--- src/rtl/bcd_serial_adder_pkg.sv ---
// Shared definitions for the digit-serial BCD adder: FSM encoding, BCD limits,
// and the digit-index width helper.
package bcd_serial_adder_pkg;

    typedef enum logic [1:0] {
        ST_IDLE = 2'd0,
        ST_ADD  = 2'd1,
        ST_DONE = 2'd2
    } state_t;

    localparam logic [3:0] BCD_MAX  = 4'd9;
    localparam logic [3:0] BCD_CORR = 4'd6;

    function automatic int idx_width(input int digits);
        return (digits > 1) ? $clog2(digits) : 1;
    endfunction

endpackage

--- src/rtl/bcd_digit_add.sv ---
// Combinational single-digit BCD adder with decimal correction and
// invalid-digit detection.
module bcd_digit_add
    import bcd_serial_adder_pkg::*;
(
    input  logic [3:0] x,
    input  logic [3:0] y,
    input  logic       ci,
    output logic [3:0] s,
    output logic       co,
    output logic       inv
);

    logic [4:0] w_raw;

    // Binary add, then apply +6 correction when the digit overflows past nine
    always_comb begin
        w_raw = {1'b0, x} + {1'b0, y} + {4'b0000, ci};
        if (w_raw > {1'b0, BCD_MAX}) begin
            s  = w_raw[3:0] + BCD_CORR;
            co = 1'b1;
        end else begin
            s  = w_raw[3:0];
            co = 1'b0;
        end
        inv = (x > BCD_MAX) || (y > BCD_MAX);
    end

endmodule

--- src/rtl/bcd_serial_adder.sv ---
// Digit-serial multi-digit BCD adder/subtractor, least-significant digit first,
// with a start/busy/done handshake and registered outputs.
module bcd_serial_adder
    import bcd_serial_adder_pkg::*;
#(
    parameter int DIGITS = 4
) (
    input  logic                clk,
    input  logic                rst_n,
    input  logic                start,
    input  logic                sub,
    input  logic [4*DIGITS-1:0] a,
    input  logic [4*DIGITS-1:0] b,
    input  logic                cin,
    output logic                busy,
    output logic                done,
    output logic [4*DIGITS-1:0] sum,
    output logic                cout,
    output logic                err
);

    localparam int W     = 4 * DIGITS;
    localparam int IDX_W = idx_width(DIGITS);
    // ADD covers digits 0..DIGITS-2; the final digit is processed in DONE,
    // whose exit edge loads the result registers.
    localparam logic [IDX_W-1:0] LAST_ADD_IDX = IDX_W'((DIGITS > 1) ? (DIGITS - 2) : 0);

    state_t           r_state;
    state_t           w_state_next;
    logic             w_load;
    logic             w_step;
    logic             w_finish;

    logic [W-1:0]     r_a;
    logic [W-1:0]     r_b;
    logic             r_sub;
    logic             r_carry;
    logic [IDX_W-1:0] r_idx;
    logic [W-1:0]     r_acc;
    logic             r_err;

    logic             r_busy;
    logic             r_done;
    logic [W-1:0]     r_sum;
    logic             r_cout;
    logic             r_err_o;

    logic [W-1:0]     w_a_shift;
    logic [W-1:0]     w_b_shift;
    logic [3:0]       w_x;
    logic [3:0]       w_b_dig;
    logic [3:0]       w_y;
    logic [3:0]       w_dsum;
    logic             w_co;
    logic             w_inv;
    logic             w_err_any;
    logic [W-1:0]     w_acc_next;

    assign w_a_shift = r_a >> {r_idx, 2'b00};
    assign w_b_shift = r_b >> {r_idx, 2'b00};
    assign w_x       = w_a_shift[3:0];
    assign w_b_dig   = w_b_shift[3:0];
    assign w_y       = r_sub ? (BCD_MAX - w_b_dig) : w_b_dig;
    assign w_err_any = r_err | w_inv;

    bcd_digit_add u_digit (
        .x   (w_x),
        .y   (w_y),
        .ci  (r_carry),
        .s   (w_dsum),
        .co  (w_co),
        .inv (w_inv)
    );

    // Accumulator image with the current digit written into slot r_idx
    always_comb begin
        w_acc_next = r_acc;
        for (int i = 0; i < DIGITS; i++) begin
            if (r_idx == IDX_W'(i)) begin
                w_acc_next[4*i +: 4] = w_dsum;
            end else begin
                w_acc_next[4*i +: 4] = r_acc[4*i +: 4];
            end
        end
    end

    // FSM state register
    always_ff @(posedge clk or negedge rst_n) begin
        if (!rst_n) begin
            r_state <= ST_IDLE;
        end else begin
            r_state <= w_state_next;
        end
    end

    // FSM next-state and datapath control strobes
    always_comb begin
        w_state_next = r_state;
        w_load       = 1'b0;
        w_step       = 1'b0;
        w_finish     = 1'b0;
        case (r_state)
            ST_IDLE: begin
                if (start) begin
                    w_load       = 1'b1;
                    w_state_next = (DIGITS == 1) ? ST_DONE : ST_ADD;
                end else begin
                    w_state_next = ST_IDLE;
                end
            end
            ST_ADD: begin
                w_step = 1'b1;
                if (r_idx == LAST_ADD_IDX) begin
                    w_state_next = ST_DONE;
                end else begin
                    w_state_next = ST_ADD;
                end
            end
            ST_DONE: begin
                w_step       = 1'b1;
                w_finish     = 1'b1;
                w_state_next = ST_IDLE;
            end
            default: begin
                w_state_next = ST_IDLE;
            end
        endcase
    end

    // Operand latch and per-digit accumulation
    always_ff @(posedge clk or negedge rst_n) begin
        if (!rst_n) begin
            r_a     <= '0;
            r_b     <= '0;
            r_sub   <= 1'b0;
            r_carry <= 1'b0;
            r_idx   <= '0;
            r_acc   <= '0;
            r_err   <= 1'b0;
        end else if (w_load) begin
            r_a     <= a;
            r_b     <= b;
            r_sub   <= sub;
            r_carry <= sub ? 1'b1 : cin;
            r_idx   <= '0;
            r_acc   <= '0;
            r_err   <= 1'b0;
        end else if (w_step) begin
            r_acc   <= w_acc_next;
            r_carry <= w_co;
            r_err   <= w_err_any;
            r_idx   <= r_idx + IDX_W'(1);
        end else begin
            r_acc   <= r_acc;
        end
    end

    // Handshake and result output registers
    always_ff @(posedge clk or negedge rst_n) begin
        if (!rst_n) begin
            r_busy  <= 1'b0;
            r_done  <= 1'b0;
            r_sum   <= '0;
            r_cout  <= 1'b0;
            r_err_o <= 1'b0;
        end else begin
            r_busy <= (w_state_next != ST_IDLE);
            r_done <= w_finish;
            if (w_finish) begin
                if (w_err_any) begin
                    r_sum   <= '0;
                    r_cout  <= 1'b0;
                    r_err_o <= 1'b1;
                end else begin
                    r_sum   <= w_acc_next;
                    r_cout  <= w_co;
                    r_err_o <= 1'b0;
                end
            end else begin
                r_sum <= r_sum;
            end
        end
    end

    assign busy = r_busy;
    assign done = r_done;
    assign sum  = r_sum;
    assign cout = r_cout;
    assign err  = r_err_o;

endmodule
--- config.mk ---
export PLATFORM = sky130hd
export DESIGN_NAME = bcd_serial_adder
export DESIGN_NICKNAME = d
export VERILOG_FILES = /design/src/rtl/bcd_serial_adder_pkg.sv /design/src/rtl/bcd_digit_add.sv /design/src/rtl/bcd_serial_adder.sv
export SDC_FILE = /design/constraint.sdc
export NUM_CORES = 1
export LEC_CHECK = 0
export CORE_ASPECT_RATIO = 0.6
export CORE_MARGIN = 2
export CORE_UTILIZATION = 30
export CTS_CLUSTER_DIAMETER = 30
export DETAILED_ROUTE_END_ITERATION = 10
export HOLD_SLACK_MARGIN = 0.08
export PLACE_DENSITY_LB_ADDON = 0.08
export REMOVE_ABC_BUFFERS = 1
export SYNTH_ARGS = -nofsm -noshare
export SYNTH_HDL_FRONTEND = slang
export SYNTH_SLANG_ARGS = --single-unit
--- constraint.sdc ---
create_clock -name clk -period 8.4 [get_ports clk]
set_input_delay 2.1 -clock clk [delete_from_list [all_inputs] [get_ports clk]]
set_output_delay 2.1 -clock clk [all_outputs]
set_load 0.02 [all_outputs]
==> results.toml, run 1 <==
[logic_synthesis]
yosys_most_used_dff = "sky130_fd_sc_hd__dfrtp_1"
post_synth_inst_count = 428
synth-warning-count = 0
yosys.cell_count.top_type = "sky130_fd_sc_hd__nand2_1"
post-synth-top-area-fraction_pct = 46.3
yosys-top-cells-area = "sky130_fd_sc_hd__dfrtp_1 46%, sky130_fd_sc_hd__nand2_1 9.8%, sky130_fd_sc_hd__ha_1 3.7%, sky130_fd_sc_hd__mux4_1 3.2%, sky130_fd_sc_hd__nor2b_1 2.9%"
postSynthRegisterBits = 75
yosysUniqueCellTypes = 50
synth_sequential_area_ratio_pct = 46.3
synth_edf_count = 0
yosysTopAreaCell = "sky130_fd_sc_hd__dfrtp_1"
syn_avg_cell_area_um2 = 9.48
asyncSetResetFlopFracSynth_pct = 100
synth_area_um2 = 4060
synthTopCellsByCount = "106 x sky130_fd_sc_hd__nand2_1, 75 x sky130_fd_sc_hd__dfrtp_1, 29 x sky130_fd_sc_hd__nor2_1, 24 x sky130_fd_sc_hd__clkbuf_1, 24 x sky130_fd_sc_hd__inv_1"

[clock_tree]
cts-root-buf = "sky130_fd_sc_hd__clkbuf_16"
clock_latency_ns = 0.33
clock-sinks = 75
clock_tree_from_tritoncts = "done"
ctsResizeCount = 0
path_clk_slew_ns = 0.06
postCtsSetupBuffers = 0
numCtsBuffers = 9
htree_levels = 3
ctsHoldBuffers = 0
ctsLongestPathBuffers = 2

[cells_and_area]
nFillCells = 1327
final_net_count = 520
diodes = 0
final_layout_size_suffix_gt1_share_pct = 10.1
finalCoreUtilization_pct = 38.6
synthToLayoutAreaGrowth_pct = 23.7

[detailed_routing]
ratio_of_routed_vias_to_standard_cells = 4.87
drc_errors = 0
drt.antenna.violating_nets = 0
via_count = 3137
detail_route.wl_per_cell_um = 15.1
first_pass_drt_iterations = 4
initial_detailed_routing_violation_count = 132
postRouteWirelength_um = 9720

[global_route]
grt_pass1_vias = 3052
antenna_found_initial = 0
global_route_wire_length_before_repair_um = 16000
gr-usage-all-layers_pct = 14.3
overflow = 0
grt_start_max_net_pins = 76

[floorplanning]
die-area_um2 = 14500
die_height_um = 94.1
floorplan.initialDensity_pct = 31.2
floorplan.io_pins = 57
std_cell_rows = 32
die-width_um = 154
core_area_um2 = 13000

[sta]
final-hold-violation-count = 0
worst_slew_margin_relative_to_its_limit_pct = 33.7
timing.hold.ws_ns = 0.469
timing_worst_slew_pin_value_ns = 0.995
min_period_ns = 4.62
finalClockSkew_ns = 0.00603
unrepaired_setup_endpoints_after_global_routing = "no"
final.setup.tns_ns = 0
final.setup.worst_slack_ns = 3.78
finalCritPeriodShare_pct = 55.0
report.final.setup_viol = 0
final_max_slew_viol_count = 0
clock.fmax_mhz = 217

[setup_path]
worstReg2RegStart = "r_idx[0]"
rrSetupSlack_ns = 3.78
cp_data_required_time_ns = 8.67
path_delay_family = "compound AO/OA/AOI/OAI gates"
crit_path_end = "sum[6]"
timing.critical_path.arrival_ns = 4.88
worstSetupStartpointType = "register"
worstRegToRegCells = 14
path_cells = "mux4_1, inv_1, ha_1, inv_1, o21ai_0, ha_1, xor2_1, inv_1, ha_1, or2_2, a2111oi_0, a211oi_1, a31oi_1, a31o_2"
worst-path-stages = 14
crit_buf_inv = 3
critPathKind = "reg2reg"
timing.critical_path.to_type = "register"
cp_slowest_stage_delay_ns = 0.77
startpoint = "r_idx[0]"
cp_slowest_cell = "sky130_fd_sc_hd__dfrtp_1"
path_max_fanout = 14
reg2reg_to = "sum[6]"

[placement]
pre_cts_slack_ns = 3.85
io_buffer_count = 56
routabilityCongestion = 0.874
detailedPlacementHpwl_um = 6790

[hold_path]
timing.hold.worst.class = "reg2reg"

[status]
run_status = "complete, no violations"

[run]
cap_violations = 0
worst register-to-register path: stages (launching register included):
cell	delay (ns)
sky130_fd_sc_hd__dfrtp_1	0.77
sky130_fd_sc_hd__mux4_1	0.75
sky130_fd_sc_hd__inv_1	0.09
sky130_fd_sc_hd__ha_1	0.23
sky130_fd_sc_hd__inv_1	0.07
sky130_fd_sc_hd__o21ai_0	0.09
sky130_fd_sc_hd__ha_1	0.45
sky130_fd_sc_hd__xor2_1	0.38
sky130_fd_sc_hd__inv_1	0.14
sky130_fd_sc_hd__ha_1	0.33
sky130_fd_sc_hd__or2_2	0.31
sky130_fd_sc_hd__a2111oi_0	0.40
sky130_fd_sc_hd__a211oi_1	0.18
sky130_fd_sc_hd__a31oi_1	0.21
sky130_fd_sc_hd__a31o_2	0.16
per-stage QoR:
stage | std cells | instance area [µm²]
after floorplan | 399 | 3930
after global placement | 628 | 4720
after detailed placement | 628 | 4720
after CTS | 644 | 5020
after global routing | 644 | 5020
final | 644 | 5020
flip-flops by register name (all words and copies together), names as in the netlist:
signal and cells:
busy 1, cout 1, done 1, err 1, r_a 16, r_acc 16, r_b 16, r_carry 1
r_err 1, r_idx 2, r_state 2, r_sub 1, sum 16
worst min-delay path by stage:
stage               slack, ns     from  cells past startpoint       to
floorplan                0.44   r_a[4]                      2   r_a[4]
global placement         0.45  r_b[11]                      2  r_b[11]
detailed placement       0.46   r_a[4]                      2   r_a[4]
CTS                      0.47   r_a[4]                      2   r_a[4]
global route             0.49  r_b[11]                      2  r_b[11]
finish                   0.47   r_a[9]                      2   r_a[9]
placed cells by master, fill, tap and decap left out, types with 2 or more instances in the layout:
cell type,instances
sky130_fd_sc_hd__nand2_1,106
sky130_fd_sc_hd__dfrtp_1,75
sky130_fd_sc_hd__clkdlybuf4s50_1,55
sky130_fd_sc_hd__nor2_1,29
sky130_fd_sc_hd__inv_1,24
sky130_fd_sc_hd__nor2b_1,19
sky130_fd_sc_hd__o21ai_0,16
sky130_fd_sc_hd__a31oi_1,14
sky130_fd_sc_hd__ha_1,12
sky130_fd_sc_hd__a31o_2,9
sky130_fd_sc_hd__clkbuf_16,9
sky130_fd_sc_hd__a31o_1,8
sky130_fd_sc_hd__and2_1,6
sky130_fd_sc_hd__mux2i_1,6
sky130_fd_sc_hd__or2_2,6
sky130_fd_sc_hd__mux4_1,5
sky130_fd_sc_hd__a211oi_1,5
sky130_fd_sc_hd__a21oi_1,4
sky130_fd_sc_hd__o22ai_1,4
sky130_fd_sc_hd__a221o_1,4
sky130_fd_sc_hd__a22o_1,4
sky130_fd_sc_hd__mux2_2,4
sky130_fd_sc_hd__buf_4,4
sky130_fd_sc_hd__mux4_2,3
sky130_fd_sc_hd__xnor2_1,3
sky130_fd_sc_hd__a2111oi_0,3
sky130_fd_sc_hd__nor4_1,3
sky130_fd_sc_hd__nand3_1,3
sky130_fd_sc_hd__clkinv_2,3
sky130_fd_sc_hd__xor2_1,2
sky130_fd_sc_hd__a21o_1,2
sky130_fd_sc_hd__fa_1,2
logic make-up after synthesis:
group                    share of synthesized area [%]
buffers and inverters                             5.40
XOR/XNOR                                          1.08
flip-flops                                        46.3
multiplexers                                      7.49
AO/OA/AOI/OAI                                     15.7
AND/OR/NAND/NOR                                   19.4
adder cells (fa/ha/maj)                           4.69
layout make-up:
class,count,area (µm²),area share [%]
Multi-Input combinational cell,300,1960,39.1
Sequential cell,75,1880,37.4
Timing Repair Buffer,59,581,11.6
Clock buffer,11,243,4.84
Tap cell,170,213,4.24
Inverter,24,90.1,1.80
Clock inverter,5,52.6,1.05
per-layer routing:
metal	part of all wire (%)	track usage, %	wire length, µm	vias to the layer above
met5	0	0	0	-
met4	0.49	2.80	48	0
met3	4.3	3.74	420	6
met2	38	19.7	3700	64
met1	57	22.0	5550	1514
li1	-	-	-	1553
Power of run 1 is not shown: default switching activity piles up to over one toggle a cycle in this logic, so the estimate is an artifact.
==> run 2, diff against run 1 <==
clock period = 3.9 ns   (was 8.4 ns; I/O delays follow)
==> results.toml, run 2 (same netlist as run 1, synthesis figures left out) <==
[status]
run_status = "complete, no violations"

[hold_path]
sink_of_the_worst_hold_path = "r_a[3]"
worstHoldStart = "r_a[3]"
whs_path_depth = 2
timing.hold.worst.class = "reg2reg"

[sta]
timing_worst_slew_pin_value_ns = 1.18
final-hold-violation-count = 0
finalClockSkew_ns = 0.00611
worst_slew_margin_relative_to_its_limit_pct = 21.4
min_period_ns = 3.73
final.setup.tns_ns = 0
timing.hold.ws_ns = 0.472
final_max_slew_viol_count = 0
final.setup.worst_slack_ns = 0.173
clock.fmax_mhz = 268
report.final.setup_viol = 0
finalCritPeriodShare_pct = 95.6
unrepaired_setup_endpoints_after_global_routing = "yes"

[global_route]
antenna_found_initial = 0
global_route_wire_length_before_repair_um = 16900
grt_pass1_vias = 3183
gr-usage-all-layers_pct = 15.2
grt_start_max_net_pins = 76
overflow = 0

[setup_path]
cp_data_required_time_ns = 4.18
timing.critical_path.arrival_ns = 4.00
reg2reg_to = "r_acc[10]"
path_delay_family = "adder cells"
cp_slowest_stage_delay_ns = 0.58
path_max_fanout = 13
cp_slowest_cell = "sky130_fd_sc_hd__or4_1"
timing.critical_path.to_type = "register"
rrSetupSlack_ns = 0.17
critPathKind = "reg2reg"
worstSetupStartpointType = "register"
path_cells = "buf_12, mux4_2, inv_1, ha_1, inv_1, o21ai_0, ha_1, xor2_2, inv_1, ha_4, or4_1, a221oi_4, a22o_1"
cpMostUsedCell = "sky130_fd_sc_hd__inv_1"
crit_buf_inv = 4
worstReg2RegStart = "r_idx[0]"
worstRegToRegCells = 13

[cells_and_area]
synthToLayoutAreaGrowth_pct = 29.0
diodes = 0
final_net_count = 531
final_layout_size_suffix_gt1_share_pct = 14.8
layout_common_cells = "106 x sky130_fd_sc_hd__nand2_1, 75 x sky130_fd_sc_hd__dfrtp_1, 55 x sky130_fd_sc_hd__clkdlybuf4s50_1"
stdcell_area_um2 = 5230
layout_commonest_cell = "sky130_fd_sc_hd__nand2_1"

[clock_tree]
ctsHoldBuffers = 0
clock_latency_ns = 0.34
clock-sinks = 75
htree_levels = 3
cts-root-buf = "sky130_fd_sc_hd__clkbuf_16"
numCtsBuffers = 9
clock_tree_from_tritoncts = "done"
ctsLongestPathBuffers = 2
path_clk_slew_ns = 0.06

[placement]
pre_cts_slack_ns = -0.00849
detailedPlacementHpwl_um = 7270
io_buffer_count = 56
placement.cell_area_um2 = 4810
routabilityCongestion = 0.903

[detailed_routing]
first_pass_drt_iterations = 4
drc_errors = 0
drt.antenna.violating_nets = 0
ratio_of_routed_vias_to_standard_cells = 4.90
detail_route.wl_per_cell_um = 15.6
postRouteWirelength_um = 10200
via_count = 3207
initial_detailed_routing_violation_count = 171

[floorplanning]
std_cell_rows = 32
die-width_um = 154
core_area_um2 = 13000
floorplan.io_pins = 57
floorplan.initialDensity_pct = 31.2
die_height_um = 94.1
die-area_um2 = 14500

[run]
cap_violations = 0
-- run 2: final cells by class --
| type | count | area [µm²] |
|---|---|---|
| timing repair buffer | 70 | 676 |
| sequential | 75 | 1880 |
| fill | 1275 | 7780 |
| multi-input combinational | 300 | 2040 |
| inverter | 24 | 90.1 |
| clock buffer | 9 | 225 |
| clock inverter | 7 | 116 |
| tap | 170 | 213 |
-- run 2: worst min-delay path, delay by kind of cell (launching register included) --
family / cells / cell delay [ns]
simple gates: 2 / 0.11
flops: 1 / 0.33
-- run 2: timing repair --
item / in CTS / in global routing
setup buffers: 0 / 1
resized for setup: 2 / 15
endpoints found under the setup margin: 6 / 24
pin swaps: 0 / 4
-- run 2: routing by layer --
layer | track usage, % | up-vias | wire (µm)
li1 | - | 1572 | -
met1 | 23.1 | 1551 | 5550
met2 | 20.4 | 72 | 3960
met3 | 4.11 | 12 | 556
met4 | 4.83 | 0 | 154
met5 | 0 | - | 0
-- run 2: through the flow --
stage               utilization (%)  instances
global route                   40.2        655
detailed placement             37.0        638
global placement               37.0        638
floorplan                         -        399
finish                         40.2        655
CTS                            39.7        654
-- run 2: worst max path at each step --
stage / to / cells past startpoint / slack, ns / start
3_3_place_gp: r_acc[6] / 11 / 0.04 / r_idx[0]
5_1_grt: sum[10] / 15 / -0.07 / r_idx[0]
2_1_floorplan: r_acc[10] / 12 / -0.12 / r_idx[0]
3_5_place_dp: sum[10] / 13 / -0.008 / r_idx[0]
6_report: r_acc[10] / 13 / 0.17 / r_idx[0]
4_1_cts: sum[10] / 12 / -0.0007 / r_idx[0]
Power of run 2 is left out for the same reason.
==> run 3, diff against run 2 <==
CAP_MARGIN = 20   (was unset)
GPL_ROUTABILITY_DRIVEN = 0   (was unset)
==> results.toml, run 3 (same netlist as run 1, synthesis figures left out) <==
[cells_and_area]
diodes = 0
final_layout_size_suffix_gt1_share_pct = 15.8
final_cell_count_no_fill = 658
layout_commonest_cell = "sky130_fd_sc_hd__nand2_1"
synthToLayoutAreaGrowth_pct = 30.1
layout_common_cells = "106 x sky130_fd_sc_hd__nand2_1, 74 x sky130_fd_sc_hd__dfrtp_1, 55 x sky130_fd_sc_hd__clkdlybuf4s50_1"
final_net_count = 534
finalCoreUtilization_pct = 40.6
stdcell_area_um2 = 5280

[detailed_routing]
drt.antenna.violating_nets = 0
ratio_of_routed_vias_to_standard_cells = 4.93
drc_errors = 0
first_pass_drt_iterations = 4
postRouteWirelength_um = 10300
initial_detailed_routing_violation_count = 186
via_count = 3241
detail_route.wl_per_cell_um = 15.7

[floorplanning]
die-area_um2 = 14500
std_cell_rows = 32
floorplan.io_pins = 57
die-width_um = 154
floorplan.initialDensity_pct = 31.2
die_height_um = 94.1
core_area_um2 = 13000

[sta]
final-hold-violation-count = 0
final_max_slew_viol_count = 0
unrepaired_setup_endpoints_after_global_routing = "no"
finalCritPeriodShare_pct = 96.4
min_period_ns = 3.76
worst_slew_margin_relative_to_its_limit_pct = 42.3
timing_worst_slew_pin_value_ns = 0.863
report.final.setup_viol = 0
finalClockSkew_ns = 0.00668
clock.fmax_mhz = 266
final.setup.worst_slack_ns = 0.141

[placement]
io_buffer_count = 56
post_placement_cell_count = 639
pre_cts_slack_ns = 0.0176
detailedPlacementHpwl_um = 7280
placement.cell_area_um2 = 4830

[clock_tree]
ctsHoldBuffers = 0
path_clk_slew_ns = 0.06
cts-root-buf = "sky130_fd_sc_hd__clkbuf_16"
htree_levels = 3
ctsLongestPathBuffers = 2
clock_tree_from_tritoncts = "done"
clock-sinks = 75
numCtsBuffers = 9
clock_latency_ns = 0.34

[status]
run_status = "complete, no violations"

[setup_path]
cp_slowest_stage_delay_ns = 0.59
cpMostUsedCell = "sky130_fd_sc_hd__inv_1"
cp_slowest_cell = "sky130_fd_sc_hd__or4_1"
worstSetupStartpointType = "register"
path_delay_family = "adder cells"
cp_data_required_time_ns = 4.18
timing.critical_path.to_type = "register"
timing.critical_path.arrival_ns = 4.03
path_max_fanout = 13
path_cells = "buf_12, mux4_1, inv_1, fa_2, inv_1, fa_1, xor2_2, inv_1, ha_4, or4_1, a221oi_4, a22o_1"
critPathKind = "reg2reg"
crit_buf_inv = 4

[global_route]
gr-usage-all-layers_pct = 15.4
antenna_found_initial = 0
overflow = 0
grt_start_max_net_pins = 76
grt_pass1_vias = 3232
global_route_wire_length_before_repair_um = 17100

[run]
cap_violations = 0

[hold_path]
timing.hold.worst.class = "reg2reg"
-- run 3: final cells by class --
cell class / instances / area, µm²
Fill cell: 1289 / 7730
Multi-Input combinational cell: 300 / 2040
Sequential cell: 75 / 1880
Timing Repair Buffer: 73 / 718
Clock buffer: 9 / 225
Tap cell: 170 / 213
Clock inverter: 7 / 116
Inverter: 24 / 90.1
-- run 3: metrics by stage --
step	TNS, ns	hold slack [ns]
global placement	0	0.455
finish	0	0.472
CTS	0	0.476
floorplan	-0.983	0.437
global route	0	0.502
detailed placement	0	0.461
-- run 3: repair_timing --
action | 4_1_cts | 5_1_grt
endpoints found under the setup margin | 8 | 24
gates cloned | 0 | 0
setup buffers | 2 | 0
pin swaps | 1 | 2
gates resized for setup | 2 | 16
-- run 3: worst paths after layout --
path / startpoint / slack, ns / endpoint / cells past startpoint
min in group asynchronous: rst_n / 0.61 / r_a[14] / 1
hold / removal: r_a[11] / 0.47 / r_a[11] / 2
setup / recovery: r_idx[0] / 0.14 / r_acc[10] / 12
max in group asynchronous: rst_n / 2.70 / sum[3] / 2
hold reg to reg: r_a[11] / 0.47 / r_a[11] / 2
setup reg to reg: r_idx[0] / 0.14 / r_acc[10] / 12
-- run 3: routing by layer --
metal | vias up | track usage [%] | wire (µm)
met3 | 7 | 4.47 | 526
met2 | 78 | 20.2 | 4030
met5 | - | 0 | 0
met4 | 0 | 4.91 | 109
li1 | 1583 | - | -
met1 | 1573 | 23.6 | 5660
-- run 3: worst register-to-register path, cell delays in order, from the launching register on --
cell and delay (ns):
sky130_fd_sc_hd__dfrtp_2 0.40, sky130_fd_sc_hd__buf_12 0.16, sky130_fd_sc_hd__mux4_1 0.56, sky130_fd_sc_hd__inv_1 0.11
sky130_fd_sc_hd__fa_2 0.23, sky130_fd_sc_hd__inv_1 0.06, sky130_fd_sc_hd__fa_1 0.49, sky130_fd_sc_hd__xor2_2 0.18
sky130_fd_sc_hd__inv_1 0.12, sky130_fd_sc_hd__ha_4 0.21, sky130_fd_sc_hd__or4_1 0.59, sky130_fd_sc_hd__a221oi_4 0.39
sky130_fd_sc_hd__a22o_1 0.20
Power of run 3 is left out for the same reason.
